$ cat config.mk
export PLATFORM = sky130hd
export DESIGN_NAME = snp_bus_arbiter
export DESIGN_NICKNAME = d
export VERILOG_FILES = /design/src/rtl/snp_bus_arbiter_pkg.sv /design/src/rtl/snp_bus_arbiter_rr_arbiter.sv /design/src/rtl/snp_bus_arbiter.sv
export SDC_FILE = /design/constraint.sdc
export NUM_CORES = 1
export LEC_CHECK = 0
export CORE_MARGIN = 5
export CORE_UTILIZATION = 42
export DETAILED_ROUTE_END_ITERATION = 8
export GPL_TIMING_DRIVEN = 0
export PLACE_DENSITY = 0.87
export SETUP_SLACK_MARGIN = 0.05
export SLEW_MARGIN = 20
export SYNTH_ARGS = -nofsm -noshare
export SYNTH_HDL_FRONTEND = slang
export SYNTH_SLANG_ARGS = --single-unit
$ cat constraint.sdc
create_clock -name clk -period 3.4 [get_ports clk]
set_input_delay 0.85 -clock clk [delete_from_list [all_inputs] [get_ports clk]]
set_output_delay 0.85 -clock clk [all_outputs]
set_load 0.05 [all_outputs]
$ cat src/rtl/snp_bus_arbiter_pkg.sv
// Shared snoop-bus definitions: request/response codes and controller state type.
package cache_def;

  localparam logic [2:0] SNP_NO_REQ = 3'd0;
  localparam logic [2:0] SNP_RD     = 3'd1;
  localparam logic [2:0] SNP_RWITM  = 3'd2;
  localparam logic [2:0] SNP_INV    = 3'd3;

  localparam logic [1:0] SNP_NO_RSP = 2'd0;
  localparam logic [1:0] SNP_FOUND  = 2'd1;
  localparam logic [1:0] SNP_FETCH  = 2'd2;

  typedef enum logic [1:0] {IDLE, BCAST, COLLECT, RESP} snp_bus_st_t;

endpackage

$ cat src/rtl/snp_bus_arbiter_rr_arbiter.sv
// Round-robin arbiter: grants the first requester after last_gnt, wrapping around.
module rr_arbiter #(
  parameter int unsigned N = 4,
  localparam int unsigned ID_W = (N > 1) ? $clog2(N) : 1
) (
  input  logic [N-1:0]    req,
  input  logic [ID_W-1:0] last_gnt,
  output logic [N-1:0]    gnt,
  output logic [ID_W-1:0] gnt_id,
  output logic            gnt_valid
);

  int unsigned idx;

  // Walk offsets from farthest to nearest so the nearest requester is written last.
  always_comb begin
    gnt       = '0;
    gnt_id    = '0;
    gnt_valid = 1'b0;
    idx       = 0;
    for (int unsigned off = N; off >= 1; off--) begin
      idx = (int'(last_gnt) + off) % N;
      if (req[idx]) begin
        gnt       = '0;
        gnt[idx]  = 1'b1;
        gnt_id    = ID_W'(idx);
        gnt_valid = 1'b1;
      end
    end
  end

endmodule

$ cat src/rtl/snp_bus_arbiter.sv
// Snoop-bus controller: arbitrates L1 snoop requests, broadcasts, collects acks, responds.
module snp_bus_arbiter
  import cache_def::*;
#(
  parameter int unsigned NUM_CORE = 4,
  parameter int unsigned ADDR_W   = 32,
  parameter int unsigned TIMEOUT  = 15,
  localparam int unsigned ID_W    = (NUM_CORE > 1) ? $clog2(NUM_CORE) : 1
) (
  input  logic                       clk,
  input  logic                       rst_n,
  input  logic [NUM_CORE*3-1:0]      req_snp,
  input  logic [NUM_CORE*ADDR_W-1:0] req_addr,
  output logic [NUM_CORE*2-1:0]      rsp_snp,
  output logic                       bc_valid,
  output logic [2:0]                 bc_req,
  output logic [ADDR_W-1:0]          bc_addr,
  output logic [ID_W-1:0]            bc_src,
  output logic [NUM_CORE-1:0]        bc_tgt,
  input  logic [NUM_CORE-1:0]        snp_ack,
  input  logic [NUM_CORE-1:0]        snp_hit,
  output logic                       busy,
  output logic                       timeout_err
);

  snp_bus_st_t state_q;

  logic [NUM_CORE*2-1:0] rsp_snp_q;
  logic                  bc_valid_q;
  logic [2:0]            bc_req_q;
  logic [ADDR_W-1:0]     bc_addr_q;
  logic [ID_W-1:0]       bc_src_q;
  logic [NUM_CORE-1:0]   bc_tgt_q;
  logic                  timeout_err_q;
  logic [ID_W-1:0]       last_gnt_q;
  logic [NUM_CORE-1:0]   pending_q;
  logic [NUM_CORE-1:0]   hit_acc_q;
  logic [7:0]            cnt_q;

  logic [NUM_CORE-1:0] req_vec;
  logic [NUM_CORE-1:0] arb_gnt;
  logic [ID_W-1:0]     arb_id;
  logic                arb_valid;
  logic [2:0]          sel_req;
  logic [ADDR_W-1:0]   sel_addr;
  logic [NUM_CORE-1:0] hit_next;
  logic                collect_done;
  logic                collect_tmo;
  logic [1:0]          rsp_code;

  rr_arbiter #(
    .N (NUM_CORE)
  ) u_rr_arbiter (
    .req       (req_vec),
    .last_gnt  (last_gnt_q),
    .gnt       (arb_gnt),
    .gnt_id    (arb_id),
    .gnt_valid (arb_valid)
  );

  always_comb begin
    req_vec  = '0;
    sel_req  = SNP_NO_REQ;
    sel_addr = '0;
    for (int i = 0; i < NUM_CORE; i++) begin
      req_vec[i] = req_snp[i*3 +: 3] != SNP_NO_REQ;
      if (ID_W'(i) == arb_id) begin
        sel_req  = req_snp[i*3 +: 3];
        sel_addr = req_addr[i*ADDR_W +: ADDR_W];
      end
    end
  end

  // Final-cycle acks count toward both completion and the hit result.
  assign hit_next     = hit_acc_q | (snp_ack & snp_hit & pending_q);
  assign collect_done = (pending_q & ~snp_ack) == '0;
  assign collect_tmo  = cnt_q == 8'(TIMEOUT - 1);
  assign rsp_code     = ((bc_req_q == SNP_INV) || (hit_next != '0)) ? SNP_FOUND : SNP_FETCH;

  always_ff @(posedge clk or negedge rst_n) begin
    if (!rst_n) begin
      state_q       <= IDLE;
      rsp_snp_q     <= '0;
      bc_valid_q    <= 1'b0;
      bc_req_q      <= '0;
      bc_addr_q     <= '0;
      bc_src_q      <= '0;
      bc_tgt_q      <= '0;
      timeout_err_q <= 1'b0;
      last_gnt_q    <= ID_W'(NUM_CORE - 1);
      pending_q     <= '0;
      hit_acc_q     <= '0;
      cnt_q         <= '0;
    end else begin
      bc_valid_q    <= 1'b0;
      rsp_snp_q     <= '0;
      timeout_err_q <= 1'b0;
      unique case (state_q)
        IDLE: begin
          if (arb_valid) begin
            bc_src_q   <= arb_id;
            bc_req_q   <= sel_req;
            bc_addr_q  <= sel_addr;
            bc_tgt_q   <= ~arb_gnt;
            bc_valid_q <= 1'b1;
            state_q    <= BCAST;
          end
        end
        BCAST: begin
          pending_q <= bc_tgt_q;
          hit_acc_q <= '0;
          cnt_q     <= '0;
          state_q   <= COLLECT;
        end
        COLLECT: begin
          pending_q <= pending_q & ~snp_ack;
          hit_acc_q <= hit_next;
          cnt_q     <= cnt_q + 8'd1;
          if (collect_done || collect_tmo) begin
            for (int i = 0; i < NUM_CORE; i++) begin
              if (ID_W'(i) == bc_src_q) rsp_snp_q[i*2 +: 2] <= rsp_code;
            end
            timeout_err_q <= !collect_done;
            bc_tgt_q      <= '0;
            state_q       <= RESP;
          end
        end
        RESP: begin
          last_gnt_q <= bc_src_q;
          state_q    <= IDLE;
        end
        default: state_q <= IDLE;
      endcase
    end
  end

  assign rsp_snp     = rsp_snp_q;
  assign bc_valid    = bc_valid_q;
  assign bc_req      = bc_req_q;
  assign bc_addr     = bc_addr_q;
  assign bc_src      = bc_src_q;
  assign bc_tgt      = bc_tgt_q;
  assign timeout_err = timeout_err_q;
  assign busy        = state_q != IDLE;

endmodule

==> results of run 1 <==
==> through the flow <==
step	instances	hold slack (ns)
global route	773	0.478
floorplan	416	0.464
detailed placement	751	0.476
CTS	767	0.461
global placement	750	0.469
finish	773	0.464
==> final cells by class <==
cell class	count	area [µm²]	share of cell area (%)
inverters	19	71.3	1.05
clock buffers	11	141	2.09
flip-flops and latches	71	1780	26.3
plain buffers	24	240	3.55
clock inverters	5	33.8	0.499
multi-input cells	302	2260	33.4
repair buffers	208	2070	30.7
well taps	133	166	2.46
==> per-layer routing <==
layer	vias up	track usage (%)	part of all wire [%]
li1	1994	-	-
met2	211	41.9	51
met4	0	8.05	2.9
met3	32	6.22	6.7
met5	-	0	0
met1	2074	29.0	39
==> state kept, by name (all words and copies together), names as in the netlist, 2 cells and up <==
name        cells
pending_q       4
bc_addr        32
state_q         2
bc_src          2
bc_tgt          4
cnt_q           8
rsp_snp         8
last_gnt_q      2
hit_acc_q       4
bc_req          3
==> synth_stat cells (2+ instances only) <==
library cell	number	share of area, %
o21ai_1	2	0.23
buf_12	8	3.8
o21ai_0	16	1.9
nor3_1	9	1.1
dfrtp_1	69	40
a211oi_1	2	0.35
dfstp_2	2	1.2
nor2_1	21	1.8
nor4_1	4	0.59
mux2_2	2	0.53
a22o_1	5	1.0
a31oi_1	3	0.44
or3_1	4	0.59
nand2b_1	3	0.44
inv_1	18	1.6
o221ai_1	35	7.2
a32o_1	4	0.94
and3_1	4	0.59
nand3b_1	2	0.35
a21oi_1	10	1.2
a211o_1	5	1.0
nor2b_1	2	0.29
ha_1	10	2.9
mux2i_1	73	17
nand4_1	2	0.29
nand3_1	7	0.82
clkbuf_1	13	1.1
nor4b_1	3	0.62
nand2_1	58	5.1
==> worst paths after layout <==
check | slack (ns) | cells after the start | startpoint | endpoint
worst max-delay path | 0.18 | 13 | last_gnt_q[0] | bc_addr[9]
worst min-delay path | 0.46 | 1 | rst_n | bc_tgt[0]
worst max register to register | 0.18 | 13 | last_gnt_q[0] | bc_addr[9]
worst min register to register | 0.50 | 2 | bc_addr[1] | bc_addr[1]
max in group asynchronous | 2.37 | 2 | rst_n | bc_addr[6]
min in group clk | 0.50 | 2 | bc_addr[1] | bc_addr[1]
==> what timing repair did <==
item / 4_1_cts / 5_1_grt
resized for setup: 2 / 16
setup buffers: 0 / 6
pin swaps: 0 / 2
setup endpoints to repair: 4 / 36
==> kinds of logic after synthesis <==
kind of cell	after synthesis
AO/OA/AOI/OAI	95
XOR/XNOR	1
adder cells (fa/ha/maj)	10
buffers and inverters	43
flip-flops	71
multiplexers	76
AND/OR/NAND/NOR	120
==> power groups by stage <==
stage                     registers (mW)  clock network (mW)  logic, mW
after global routing                1.50               0.659       5.09
after global placement              1.45                   0       4.52
after detailed placement            1.46                   0       4.63
after floorplan                     2.30                   0       2.40
after CTS                           1.45               0.620       4.65
final                               1.46               0.605       4.77
==> flow_metrics.tcl, run 1 <==
set metrics [dict create \
    run_status "finished clean" \
    finalMaxSlewViolations 0 \
    gp_congestion 0.944 \
    grt_first_pass_wirelength_um 24100 \
    timing.fmax_ghz 0.310 \
    critical_path.cell_chain "buf_6 > inv_2 > ha_1 > buf_6 > o41ai_4 > o32ai_4 > o21bai_4 > a21o_1 > o21ai_2 > buf_12 > buf_12 > mux2i_2 > o221ai_1" \
    drt.antenna.violating_nets 0 \
    cell_internal_pwr_mw 3.49 \
    synth_compound_gate_area_share_pct 17.2 \
    power.share.clock_pct 8.9 \
    tritoncts "built" \
    finalPower_mw 6.83 \
    initial_core_util_pct 43.3 \
    placed_area_mm2 0.00647 \
    synthesis.instances 416 \
    crit_path_top_delay_cell "dfstp_2" \
    chipWidth_um 111 \
    cap_violations 0 \
    max_slew.worst_pin.slew_ns 0.718 \
    ys.warnings.count 0 \
    total_switching_power_mw 3.34 \
    combinationalPowerShare_pct 69.8 \
    post_cts_hold_buffer_count 0 \
    gr-usage-all-layers_pct 24.1 \
    synth_top_flop_cell "dfrtp_1" \
    synthSimpleGateAreaFrac_pct 12.7 \
    routed_wirelength_um 15300 \
    power_density_mw_per_mm2 1010 \
    synth_register_bits 71 \
    grt_start_max_net_pins 38 \
    post-place-ws_ns -0.322 \
    cp_num_buf_inv 5 \
    finalSetupTns_ns 0 \
    worst_skew_pair.late_latency_ns 0.34 \
    place_hpwl_um 12100 \
    synth_mux_area_share_pct 18.2 \
    htreeDepth 3 \
    period_share_pct 94.8 \
    numPortBuffers 201 \
    timing.slew.headroom_pct 51.7 \
    cts.root.buffer_cell "clkbuf_8" \
    cp-end-kind "register" \
    core_region_area_mm2 0.00986 \
    sw_frac_of_total_pct 48.9 \
    finalHoldViolCount 0 \
    clk_pin_slew_ns 0.08 \
    area_delta_synth_final_pct 58.5 \
    synth.distinct_cells 49 \
    numClockSinks 71 \
    fillers 734 \
    setup_viol 0 \
    dieHeight_um 111 \
    vias_per_cell 5.58 \
    critical-path-top-delay-family "compound AO/OA/AOI/OAI gates" \
    drt_first_pass_iters 5 \
    crit_path_max_incr_delay_ns 0.56 \
    number_of_rows_in_the_core_area 36 \
    post_synth_xor_area_fraction_pct 0.205 \
    layout.cells.most_common_list "clkdlybuf4s50_1, mux2i_1, dfrtp_1, nand2_1, o221ai_1" \
    timing.critical_path.arrival_ns 3.42 \
    critical_path.startpoint_type "register" \
    cts-buffers-inserted 9 \
    dominant_combinational_cell_family_by_area_after_synthesis "multiplexers" \
    synth_nets 576 \
    post_synth_instance_area_mm2 0.00427 \
    floorplan.die_area_mm2 0.0123 \
    antenna_cells 0 \
    avgSynthCellArea_um2 10.3 \
    grt_antenna_before_repair 0 \
    hold_class "input port to async pin" \
    fraction_of_the_core_area_covered_by_cells_at_the_end_of_the_flow_pct 68.6 \
    ys_async_sr_fraction_pct 100 \
    static-leakage-power_nw 2.91 \
    drive_above_1_share_pct 8.44 \
    path_class "register to register" \
    globalRouteOverflowTotal 0 \
    final_area_mm2 0.00677 \
    critical_path_peak_fanout 10 \
    vdd_ir_drop_max_v 0.000544 \
    timing.critical_path.required_ns 3.59 \
    synth_edf_count 0 \
    drt_iter0_drc 290 \
    synth_adder_area_share_pct 2.93 \
    finalWorstPathRequiredPeriod_ns 3.22 \
    clockBufferDepth 2 \
    number_of_global_route_vias_before_repair 4400 \
    postLayoutSetupSlackWorst_ns 0.177 \
    unrepaired_setup_endpoints_after_global_routing "false" \
    avgRoutedWirePerCell_um 19.8 \
    layout_commonest_cell "clkdlybuf4s50_1" \
    sequential_cell_area_fraction_in_the_yosys_report_pct 41.7 \
    nets 795 \
    vias 4311 \
    final.setup_skew_ns 0.0105 \
    boundaryPins 202 \
    seq_power_share_pct 21.4 \
    drc_errors 0 \
]
(Power assumes the default switching activity.)
==> inputs of run 2 (changes only) <==
--- a/config.mk
+++ b/config.mk
@@ -10,6 +10,7 @@
 export DETAILED_ROUTE_END_ITERATION = 8
 export GPL_TIMING_DRIVEN = 0
 export PLACE_DENSITY = 0.87
+export RECOVER_POWER = 100
 export SETUP_SLACK_MARGIN = 0.05
 export SLEW_MARGIN = 20
 export SYNTH_ARGS = -nofsm -noshare
==> run 2 against run 1 <==
Net effect: the flow now finishes with violations (capacitance limit, slew limit); combinational power shrank 4.4%; total power shrank 3.2%; flip-flop and latch count is the same; clock skew shrank 0.00070 ns; worst setup slack lost 0.021 ns; via count grew 0.51%; critical path depth shrank 3; largest cell class unchanged.
==> flow_metrics.tcl, run 2 (synthesis results as in run 1) <==
set metrics [dict create \
    vias 4333 \
    finalMaxSlewViolations 36 \
    timing.slew.headroom_pct -28.8 \
    period_share_pct 95.4 \
    clk_pin_slew_ns 0.07 \
    finalSetupTns_ns 0 \
    clockBufferDepth 2 \
    avgRoutedWirePerCell_um 19.8 \
    critical_path_peak_fanout 10 \
    globalRouteOverflowTotal 0 \
    core_region_area_mm2 0.00986 \
    numPortBuffers 201 \
    vdd_ir_drop_max_v 0.000505 \
    static-leakage-power_nw 2.96 \
    cts-buffers-inserted 9 \
    worst_skew_pair.late_latency_ns 0.34 \
    critical_path.startpoint_type "input port" \
    drive_above_1_share_pct 7.97 \
    failing_checks "capacitance limit, slew limit" \
    finalWorstPathRequiredPeriod_ns 3.24 \
    tritoncts "built" \
    path_class "input port to register" \
    drc_errors 0 \
    finalHoldViolCount 0 \
    run_status "finished, violations left" \
    fraction_of_the_core_area_covered_by_cells_at_the_end_of_the_flow_pct 67.9 \
    fillers 750 \
    number_of_cells_after_detailed_placement 751 \
    cp-end-kind "register" \
    r2r_setup_slk_ns 0.18 \
    crit_path_top_delay_cell "clkdlybuf4s50_1" \
    critical_path.cell_chain "clkdlybuf4s50_1 > nor3_1 > mux2_1 > o21ai_2 > a21oi_1 > o21ai_2 > buf_12 > buf_6 > mux2i_1 > o221ai_1" \
    dieHeight_um 111 \
    final.hold.worst_slack_ns 0.489 \
    timing.rr.end "bc_addr[9]" \
    cap_violations 1 \
    gr-usage-all-layers_pct 24.1 \
    hold_class "register to register" \
    setup_viol 0 \
    grt_start_max_net_pins 38 \
    area_delta_synth_final_pct 56.8 \
    crit_path_max_incr_delay_ns 0.62 \
    grt_antenna_before_repair 0 \
    drt_iter0_drc 234 \
    cp_num_buf_inv 3 \
    layout_commonest_cell "clkdlybuf4s50_1" \
    critical-path-top-delay-family "buffers and inverters" \
    timing.hold.worst_path_depth 2 \
    final.setup_skew_ns 0.00978 \
    r2r-start "last_gnt_q[0]" \
    number_of_rows_in_the_core_area 36 \
    r2r.worst_path.cells 12 \
    critical-path-top-cell-by-count "o21ai_2" \
    post_cts_hold_buffer_count 0 \
    numClockSinks 71 \
    timing.fmax_ghz 0.308 \
    min_to "bc_addr[11]" \
    floorplan.die_area_mm2 0.0123 \
    antenna_cells 0 \
    drt.antenna.violating_nets 0 \
    routed_wirelength_um 15300 \
    max_slew.worst_pin.slew_ns 1.93 \
    placed_area_mm2 0.00647 \
    grt_first_pass_wirelength_um 24100 \
    drt_first_pass_iters 5 \
    chipWidth_um 111 \
    layout.cells.non_filler 773 \
    place_hpwl_um 12100 \
    hold_path_startpoint "bc_addr[11]" \
    layout.cells.most_common_list "clkdlybuf4s50_1, mux2i_1, dfrtp_1, nand2_1, dlygate4sd3_1" \
    cts.root.buffer_cell "clkbuf_8" \
    unrepaired_setup_endpoints_after_global_routing "false" \
    initial_core_util_pct 43.3 \
    boundaryPins 202 \
    nets 795 \
    vias_per_cell 5.61 \
    number_of_global_route_vias_before_repair 4400 \
    gp_congestion 0.944 \
    power_density_mw_per_mm2 987 \
    htreeDepth 3 \
    flip_flop_count_of_the_largest_register_all_copies_and_words_added 32 \
    timing.critical_path.arrival_ns 3.44 \
    timing.critical_path.required_ns 3.60 \
    final_area_mm2 0.00670 \
]
==> run 2: stage by stage <==
step	worst slack [ns]	total power [mW]
final	0.156	6.61
after global routing	0.0347	7.03
after CTS	0.0539	6.73
after detailed placement	-0.322	6.09
after global placement	-0.899	5.98
after floorplan	0.441	4.70
==> run 2: per-layer routing <==
layer | track usage (%) | vias to the layer above | routed length, µm
met4 | 8.05 | 0 | 450
li1 | - | 2001 | -
met1 | 29.0 | 2075 | 5890
met2 | 41.9 | 220 | 7900
met5 | 0 | - | 0
met3 | 6.22 | 37 | 1070
==> run 2: worst max-delay path by stage <==
stage / start / to / depth (start not counted)
floorplan: last_gnt_q[0] / bc_addr[0] / 13
global placement: rst_n / bc_addr[13] / 1
detailed placement: req_snp[1] / bc_addr[30] / 8
CTS: last_gnt_q[0] / bc_addr[2] / 13
global route: last_gnt_q[0] / bc_addr[9] / 12
finish: req_snp[8] / bc_addr[9] / 10
==> run 2: worst reg2reg max path: stages (launching register included) <==
cell      delay, ns
dfstp_2        0.56
buf_6          0.16
inv_2          0.10
ha_1           0.31
buf_6          0.15
mux2_1         0.38
o21ai_2        0.33
a21oi_1        0.14
o21ai_2        0.19
buf_12         0.16
buf_6          0.18
mux2i_1        0.27
o221ai_1       0.15
==> run 2: report_power, final <==
part	total (mW)	internal, mW	switching, mW
clock	0.602	0.283	0.318
sequential	1.45	1.21	0.239
combinational	4.56	1.82	2.74
total	6.61	3.31	3.30
==> run 2: final cells by class <==
type	instances	area [µm²]	share of cell area [%]
Clock buffer	11	141	2.11
Timing Repair Buffer	208	2060	30.7
Inverter	19	71.3	1.06
Tap cell	133	166	2.48
Clock inverter	5	33.8	0.504
Buffer	24	205	3.06
Sequential cell	71	1780	26.6
Multi-Input combinational cell	302	2240	33.5
==> run 2: repair_timing <==
action                     CTS  global route
pin swaps                    0             2
setup endpoints to repair    4            36
gates resized for setup      2            16
setup buffers                0             6
